--- src/rtl/video_capture_pkg.sv ---
// rtl/video_capture_pkg.sv - shared capture/display types: FSM encoding, RGB565 layout, default geometry
package video_capture_pkg;

    localparam int H_ACTIVE_DEF = 1024;
    localparam int V_ACTIVE_DEF = 768;
    localparam int PIX_W        = 16;
    localparam int WORD_W       = 32;

    typedef enum logic [1:0] {
        ST_IDLE    = 2'd0,
        ST_SYNC    = 2'd1,
        ST_SKIP    = 2'd2,
        ST_CAPTURE = 2'd3
    } cap_state_e;

    // RGB565 field layout: [15:11] R, [10:5] G, [4:0] B
    typedef struct packed {
        logic [4:0] r;
        logic [5:0] g;
        logic [4:0] b;
    } rgb565_t;

endpackage

--- src/rtl/pix_pack.sv ---
// rtl/pix_pack.sv - packs pairs of 16-bit pixels into 32-bit words, flushing a lone pixel with a zero low half
module pix_pack
    import video_capture_pkg::*;
(
    input  logic              clk,
    input  logic              rst_n,
    input  logic              clear,
    input  logic              pix_valid,
    input  rgb565_t           pix_data,
    input  logic              flush,
    output logic [WORD_W-1:0] word_data,
    output logic              word_valid,
    output logic              half
);

    rgb565_t hi_pix;

    always_ff @(posedge clk or negedge rst_n) begin
        if (!rst_n) begin
            hi_pix     <= '0;
            half       <= 1'b0;
            word_data  <= '0;
            word_valid <= 1'b0;
        end else if (clear) begin
            half       <= 1'b0;
            word_valid <= 1'b0;
        end else begin
            word_valid <= 1'b0;
            if (pix_valid && !half) begin
                hi_pix <= pix_data;
                half   <= 1'b1;
            end else if (pix_valid && half) begin
                word_data  <= {hi_pix, pix_data};
                word_valid <= 1'b1;
                half       <= 1'b0;
            end else if (flush && half) begin
                word_data  <= {hi_pix, {PIX_W{1'b0}}};
                word_valid <= 1'b1;
                half       <= 1'b0;
            end
        end
    end

endmodule

--- src/rtl/video_capture.sv ---
// rtl/video_capture.sv - RGB565 camera capture: frame sync, skip frames, pixel-pair packing to DDR writes
module video_capture
    import video_capture_pkg::*;
#(
    parameter int H_ActivePix = H_ACTIVE_DEF,
    parameter int V_ActivePix = V_ACTIVE_DEF,
    parameter int SKIP_FRAMES = 2
) (
    input  logic              cap_clk,
    input  logic              cap_rst_n,
    input  logic              ddr_init_done,
    input  logic              cap_vsync,
    input  logic              cap_de,
    input  logic [PIX_W-1:0]  cap_data,
    input  logic              ddr_wr_full,
    output logic [WORD_W-1:0] ddr_data,
    output logic              ddr_wren,
    output logic              ddr_addr_set,
    output logic              cap_framesync,
    output logic              frame_done,
    output logic              overflow_err,
    output logic              frame_err
);

    localparam int PW = $clog2(H_ActivePix + 2);
    localparam int LW = $clog2(V_ActivePix + 1);
    localparam int SW = $clog2(SKIP_FRAMES + 2);

    cap_state_e    state, state_nxt;
    logic [SW-1:0] skip_cnt, skip_nxt;
    logic [PW-1:0] pix_cnt;
    logic [LW-1:0] line_cnt;
    logic          vsync_q, de_q;
    logic          frame_start, line_end, capturing, restart, last_line;
    logic          take_pix, pack_clear, word_valid, pack_half, done_wait;

    assign cap_framesync = vsync_q;
    assign frame_start   = vsync_q & ~cap_vsync;
    assign line_end      = de_q & ~cap_de;
    assign capturing     = (state == ST_CAPTURE) & ddr_init_done;
    assign restart       = frame_start & (state_nxt == ST_CAPTURE);
    assign last_line     = capturing & line_end & ~frame_start
                         & (line_cnt == LW'(V_ActivePix - 1));
    assign take_pix      = capturing & cap_de & (pix_cnt < PW'(H_ActivePix));
    assign pack_clear    = ~ddr_init_done | restart;
    // a full FIFO swallows the word outright; nothing is retried
    assign ddr_wren      = word_valid & ~ddr_wr_full;

    always_comb begin
        state_nxt = state;
        skip_nxt  = skip_cnt;
        if (!ddr_init_done) begin
            state_nxt = ST_IDLE;
            skip_nxt  = '0;
        end else begin
            case (state)
                ST_IDLE: begin
                    skip_nxt  = '0;
                    state_nxt = ST_SYNC;
                end
                ST_SYNC: begin
                    if (frame_start)
                        state_nxt = (skip_cnt < SW'(SKIP_FRAMES)) ? ST_SKIP : ST_CAPTURE;
                end
                ST_SKIP: begin
                    if (frame_start) begin
                        if (skip_cnt < SW'(SKIP_FRAMES))
                            skip_nxt = skip_cnt + 1'b1;
                        state_nxt = (skip_nxt < SW'(SKIP_FRAMES)) ? ST_SKIP : ST_CAPTURE;
                    end
                end
                ST_CAPTURE: begin
                    if (last_line)
                        state_nxt = ST_SYNC;
                end
                default: state_nxt = ST_IDLE;
            endcase
        end
    end

    always_ff @(posedge cap_clk or negedge cap_rst_n) begin
        if (!cap_rst_n) begin
            state        <= ST_IDLE;
            skip_cnt     <= '0;
            vsync_q      <= 1'b1;
            de_q         <= 1'b0;
            pix_cnt      <= '0;
            line_cnt     <= '0;
            ddr_addr_set <= 1'b0;
            frame_done   <= 1'b0;
            done_wait    <= 1'b0;
            overflow_err <= 1'b0;
            frame_err    <= 1'b0;
        end else begin
            state        <= state_nxt;
            skip_cnt     <= skip_nxt;
            vsync_q      <= cap_vsync;
            de_q         <= cap_de;
            ddr_addr_set <= restart;
            frame_done   <= done_wait;
            done_wait    <= 1'b0;

            if (!capturing || restart) begin
                pix_cnt  <= '0;
                line_cnt <= '0;
            end else if (line_end) begin
                pix_cnt  <= '0;
                line_cnt <= line_cnt + 1'b1;
            end else if (cap_de && pix_cnt != '1) begin
                pix_cnt  <= pix_cnt + 1'b1;
            end

            if (capturing && (frame_start || (line_end && pix_cnt != PW'(H_ActivePix))))
                frame_err <= 1'b1;
            if (word_valid && ddr_wr_full)
                overflow_err <= 1'b1;

            // a pending half pair is flushed one cycle later, so frame_done waits for it
            if (last_line) begin
                if (pack_half)
                    done_wait <= 1'b1;
                else
                    frame_done <= 1'b1;
            end
        end
    end

    pix_pack u_pix_pack (
        .clk        (cap_clk),
        .rst_n      (cap_rst_n),
        .clear      (pack_clear),
        .pix_valid  (take_pix),
        .pix_data   (rgb565_t'(cap_data)),
        .flush      (capturing & line_end),
        .word_data  (ddr_data),
        .word_valid (word_valid),
        .half       (pack_half)
    );

endmodule
--- config.mk ---
export PLATFORM = sky130hd
export DESIGN_NAME = video_capture
export DESIGN_NICKNAME = d
export VERILOG_FILES = /design/src/rtl/video_capture_pkg.sv /design/src/rtl/pix_pack.sv /design/src/rtl/video_capture.sv
export SDC_FILE = /design/constraint.sdc
export NUM_CORES = 1
export LEC_CHECK = 0
export BUFFER_PORTS_ARGS = -buffer_cell sky130_fd_sc_hd__buf_2
export CORE_MARGIN = 4
export CORE_UTILIZATION = 60
export DETAILED_ROUTE_END_ITERATION = 7
export GPL_TIMING_DRIVEN = 0
export PLACE_DENSITY = 0.93
export SKIP_LAST_GASP = 1
export SLEW_MARGIN = 10
export SYNTH_ARGS = -nofsm -noshare
export SYNTH_HDL_FRONTEND = slang
export SYNTH_SLANG_ARGS = --single-unit
--- constraint.sdc ---
create_clock -name cap_clk -period 4.1 [get_ports cap_clk]
set_input_delay 0.615 -clock cap_clk [delete_from_list [all_inputs] [get_ports cap_clk]]
set_output_delay 0.615 -clock cap_clk [all_outputs]
set_load 0.05 [all_outputs]
==> metrics.txt, run 1 <==
Leak 2.05 nW; Post-synth EDFFs 0; CP Cell Sequence nor2b_1 -> buf_2 -> o221ai_2 -> nand3_1 -> buf_2 -> mux2_2; Total Power 1.60 mW; Power Density 386 mW/mm^2; WP buf/inv 2; Post-Syn Nets 313; Synth Register Bits 82; sequential area share after synthesis 58.6%; fin area 0.00414 sq mm; setup bufs post-CTS 0; Inserted Clock Buffers 9; routed via count 2537; maximum clock path buffer count 2; hold_buf cts 0; Rel. slew slack 62.2%; worst flop-to-flop path startpoint cap_framesync; drt drc 0; die height 84.4 microns; Most used DFF post-synth dfrtp_1; Sw Share 25.4%; Core Footprint 0.00557 sq mm; Fillers 359; Die Width 84.4 microns; crit-path max cell delay 0.55 ns; first-pass GRT wire length 12600 microns; DRT iter0 DRCs 201; Slew Viols, Final 0; share of cells above drive strength 1 33.5%; starting density of the core 62.9%; Async S/R FF share, synth 100%; commonest non-fill, non-tap cell in the layout dfrtp_1; met2 usage 38.2%; clock sink count 82; Worst Skew 0.0125 ns; max-cap violations 0; Pint 1.19 mW; setup_tns 0 ns; Worst path top cell family by delay flip-flops; Comb power frac 6.9%; Syn Std Cell Area 0.00351 sq mm; Rows 27; PortBufs 59; hpwl dp 5250 microns; crit end category flop; Via density 5.82; drt total wl 7440 microns; Worst Hold Class input port to async pin; global router's overall resource usage 22.3%; crit path kind flop to flop; Fin. Hold Viols 0; RSZ-0062 raised after global routing false; most frequent cells in the layout dfrtp_1 (81), buf_2 (65), mux2_2 (32); drt first pass iters 5; Req. time, crit path 4.35 ns; Post-Syn Instances 288; met1 Use GR 27.2%; CP arrival 2.48 ns; outcome finished, final reports clean; peak supply drop 0.000340 V; Syn Area/Cell 12.2 sq um; fin crit share 54.6%; Max Clk Rate 447 MHz; H-tree depth 3; Min Clock Period, post-route 2.24 ns; nets 384; CP startpoint kind flop; Root Driver clkbuf_8; total die area 0.00713 sq mm; initial antenna violation count 0; clock share of power 38.9%; CP Max Fanout 10; CP dominant cell by count buf_2; met3 GRT Util 5.99%; Skew-Pair Late Insertion Delay 0.37 ns; GR Overflow Total 0; Worst Tran Pin Value 0.560 ns; Final Wtd Congestion 0.822; Multi-input gate area 0.00135 sq mm; register area 0.00205 sq mm; antenna cells 0; Worst-path clk slew 0.09 ns; number of gates given a new drive strength after cts 0; largest net degree at the start of global routing 67; part of the power in registers 54.2%; DP Area 0.00392 sq mm; slowest CP cell dfstp_2; YS warnings 0; routed len/inst 17.1 microns; CTS tree done; final setup vio count 0; Worst Setup SP cap_framesync; vias in the first global route 2614; switching pwr 0.405 mW; # IOs 60; grt peak-use layer met2; Routed Antenna Nets 0; area grow syn2layout 18.0%; Yosys cell types 48
[logic make-up after synthesis]
family / share of synthesized area [%]
AO/OA/AOI/OAI: 11.7
buffers and inverters: 2.82
adder cells (fa/ha/maj): 1.07
flip-flops: 58.6
XOR/XNOR: 2.50
AND/OR/NAND/NOR: 13.1
multiplexers: 10.3
[sequential cells by signal (all words and copies together), names as in the netlist]
signal / flops
u_pix_pack.word_data: 32
u_pix_pack.hi_pix: 16
pix_cnt: 11
line_cnt: 10
skip_cnt: 2
state: 2
cap_framesync: 1
ddr_addr_set: 1
de_q: 1
done_wait: 1
frame_done: 1
frame_err: 1
overflow_err: 1
u_pix_pack.half: 1
u_pix_pack.word_valid: 1
[synth_stat cells, types with 2 or more instances]
cell       instances  area, sq um
buf_2              7         35.0
nand2_1           13         48.8
dfrtp_1           81         2030
nand4_1            7         43.8
nor2_1            20         75.1
nor2b_1            5         31.3
and4_1             3         26.3
and2_1             4         25.0
mux2_2            32          360
or3_1              4         25.0
nand3_1            6         30.0
clkbuf_1           4         15.0
o311ai_0           2         17.5
a22o_1            16          140
inv_1              5         18.8
o2111ai_1          2         17.5
xnor2_1            4         35.0
a21oi_1           11         55.1
ha_1               3         37.5
a31oi_1            4         25.0
o21ai_0           10         50.1
o21a_1             2         15.0
nand2b_1           2         12.5
buf_6              2         22.5
nor4_1             3         18.8
a21o_1             2         15.0
xor2_1             6         52.6
nor3_1             7         35.0
and3_1             2         12.5
[per-stage QoR]
step	hold WS [ns]	cells	setup WS, ns	utilization, %
floorplan	0.319	288	2.03	-
global placement	0.413	419	1.78	69.8
detailed placement	0.424	420	1.72	70.3
CTS	0.113	436	1.89	74.2
global route	0.123	436	1.79	74.2
finish	0.116	436	1.86	74.2
[cell type report]
class                      instances  share of cell area [%]
sequential                        82                    49.6
multi-input combinational        187                    32.7
timing repair buffer              60                    7.86
clock buffer                       9                    2.99
clock inverter                     7                    2.24
tap                               72                    2.18
buffer                            14                    1.94
inverter                           5                   0.454
[power groups by stage]
| stage | Sequential [mW] | Combinational [mW] | Clock [mW] |
|---|---|---|---|
| floorplan | 0.890 | 0.0501 | 0 |
| global placement | 0.877 | 0.103 | 0 |
| detailed placement | 0.881 | 0.111 | 0 |
| CTS | 0.865 | 0.112 | 0.633 |
| global route | 0.869 | 0.122 | 0.673 |
| finish | 0.865 | 0.111 | 0.621 |
[routing by layer]
layer,part of all wire [%],wire length (microns),up-vias
met4,2.3,174,0
met5,0,0,-
met1,42,3100,1270
met2,52,3900,57
met3,3.5,262,17
li1,-,-,1193
[path summary, 6_finish.rpt]
check                      depth (start not counted)                       to  slack (ns)
min in group cap_clk                               1            cap_framesync        0.37
hold / removal                                     1               pix_cnt[1]        0.12
setup reg to reg                                   6    u_pix_pack.hi_pix[10]        1.86
max in group asynchronous                          2  u_pix_pack.word_data[8]        3.40
hold reg to reg                                    1               frame_done        0.44
setup / recovery                                   6    u_pix_pack.hi_pix[10]        1.86
No activity file was read; power rests on OpenSTA's default activity.
==> run 2: changes to the inputs <==
Settings changed: ABC_AREA set to 1, CORE_UTILIZATION 60 to 56, PLACE_DENSITY 0.93 to 0.88.
Clock period 4.1 ns to 2.3 ns, I/O delays scaled along.
==> run 2 against run 1 <==
  * Largest cell class unchanged
  * Via count increased by 23%
  * Sequential power up 76%
  * Utilization fell by 6.2 points
  * Power up 75%
==> metrics.txt, run 2 <==
Largest Register u_pix_pack.word_data; most frequent cells in the layout nand2_1 (141), dfrtp_1 (81), nand3_1 (62), buf_2 (62), nor2_1 (41); Worst Tran Pin Value 0.616 ns; first-pass GRT wire length 13700 microns; clock sink count 82; commonest non-fill, non-tap cell in the layout nand2_1; Core Footprint 0.00639 sq mm; CP startpoint kind flop; routed len/inst 13.9 microns; Post-Syn Instances 435; routed via count 3128; drt first pass iters 5; Via density 5.33; Skew-Pair Late Insertion Delay 0.36 ns; drt drc 0; final setup vio count 0; drt total wl 8140 microns; top flop regs u_pix_pack.word_data (32), u_pix_pack.hi_pix (16), pix_cnt (11); YS warnings 0; max-cap violations 0; maximum clock path buffer count 2; max FFs per register 32; Slew Viols, Final 0; Root Driver clkbuf_8; Syn Area/Cell 8.56 sq um; setup_tns 0 ns; total die area 0.00802 sq mm; ranking of synthesized cells by area dfrtp_1 (54%), nand2_1 (14%), nand3_1 (8.3%); Async S/R FF share, synth 100%; Worst Skew 0.0108 ns; Inserted Clock Buffers 9; Syn Std Cell Area 0.00372 sq mm; Rel. slew slack 58.6%; Worst Hold Class input port to flop; Synth Register Bits 82; CP Max Fanout 10; vias in the first global route 3002; Rows 29; number of gates given a new drive strength after cts 0; post-synth top area share 54.4%; part of the power in registers 54.6%; Min Clock Period, post-route 1.95 ns; initial antenna violation count 0; GR Overflow Total 0; global router's overall resource usage 22.3%; # IOs 60; Comb power frac 7.1%; share of cells above drive strength 1 19.8%; largest net degree at the start of global routing 43; Die Width 89.5 microns; starting density of the core 58.3%; antenna cells 0; Final Wtd Congestion 0.935; DRT iter0 DRCs 191; CTS tree done; switching pwr 0.688 mW; clock share of power 38.3%; non-filler cells, final 587; crit end category flop; Fin. Hold Viols 0; Worst-path clk slew 0.08 ns; Inst Count DP 571; hpwl dp 5900 microns; Leak 2.37 nW; Synth area leader dfrtp_1; setup ws final 0.353 ns; Yosys cell types 33; outcome finished, final reports clean; Max Clk Rate 514 MHz; RSZ-0062 raised after global routing false; Req. time, crit path 2.53 ns; Post-synth EDFFs 0; Total Power 2.79 mW; H-tree depth 3; sequential area share after synthesis 55.1%; area grow syn2layout 16.7%; Sw Share 24.6%; fin crit share 84.6%; Post-Syn Nets 460; crit path kind flop to flop; Most used DFF post-synth dfrtp_1; Routed Antenna Nets 0; Pint 2.10 mW; Power Density 642 mW/mm^2; peak supply drop 0.000379 V; PortBufs 58; die height 89.5 microns; Post-synth top cells nand2_1 (141), dfrtp_1 (81), nand3_1 (62); Post-Place Worst Slack 0.394 ns; CP arrival 2.18 ns; nets 531; most common cell in the synthesized netlist nand2_1
run 2: cell count changes in the layout (fill, tap and decap cells not counted), sizes merged, moves of 4 or more:
cell,change
nand2,+129
nand3,+59
inv,+32
mux2,-32
nor2,+24
a22o,-16
a21oi,-7
nor2b,-5
a31oi,-4
and2,-4
o21ai,-4
or3,-4
run 2: cell type report:
type                    count  area (sq um)
flip-flops and latches     82          2050
clock buffers              11           151
well taps                  77          96.3
fillers                   481          2040
inverters                  43           161
repair buffers             60           323
multi-input cells         296          1410
clock inverters             4          51.3
plain buffers              14           104
run 2: timing repair:
item,4_1_cts,5_1_grt
setup buffers,0,0
endpoints found under the hold margin,41,0
hold buffers,1,0
run 2: through the flow:
stage                     hold WS, ns  util (%)  cell area, sq um
after floorplan                0.0494         -              3720
after global placement          0.432      64.4              4110
after detailed placement        0.357      64.7              4130
after CTS                       0.105      68.0              4350
after global routing           0.0943      68.0              4350
final                           0.105      68.0              4350
run 2: path summary, 6_finish.rpt:
path                          startpoint       endpoint  slack, ns  cells after the start
max                        cap_framesync     pix_cnt[8]       0.35                      8
min                            cap_vsync  cap_framesync       0.10                      1
max reg2reg                cap_framesync     pix_cnt[8]       0.35                      8
min reg2reg                 overflow_err   overflow_err       0.46                      1
max in group asynchronous      cap_rst_n  cap_framesync       1.16                      3
min in group asynchronous      cap_rst_n     pix_cnt[0]       0.49                      2
run 2: critical path, cell delays in order, from the launching register on:
cell	delay [ns]
dfstp_2	0.56
inv_1	0.05
nor2_2	0.20
inv_1	0.09
nor2_1	0.24
nand3_2	0.22
nand3_1	0.14
buf_2	0.23
nor2_1	0.08
run 2: power groups by stage:
stage / clock network [mW] / logic, mW / registers [mW]
final: 1.07 / 0.198 / 1.52
after global routing: 1.14 / 0.221 / 1.53
after floorplan: 0 / 0.0812 / 1.57
after CTS: 1.08 / 0.201 / 1.52
after global placement: 0 / 0.188 / 1.55
after detailed placement: 0 / 0.198 / 1.55
run 2: kinds of logic after synthesis:
family	after synthesis	synth area share, %
DFF	82	55.1
xor gates and xnor gates	7	1.65
AOI/OAI and AO/OA	20	3.36
and+or+nand+nor	266	31.7
buffers and inverters	57	7.12
adders and majority gates	3	1.01
run 2: routing by layer:
| metal | wire, microns | GRT usage [%] | part of all wire [%] | up-vias |
|---|---|---|---|---|
| met5 | 0 | 0 | 0 | - |
| met4 | 136 | 10.4 | 1.7 | 0 |
| met3 | 577 | 4.33 | 7.1 | 16 |
| met2 | 3880 | 35.0 | 48 | 120 |
| met1 | 3540 | 29.8 | 44 | 1478 |
| li1 | - | - | - | 1514 |
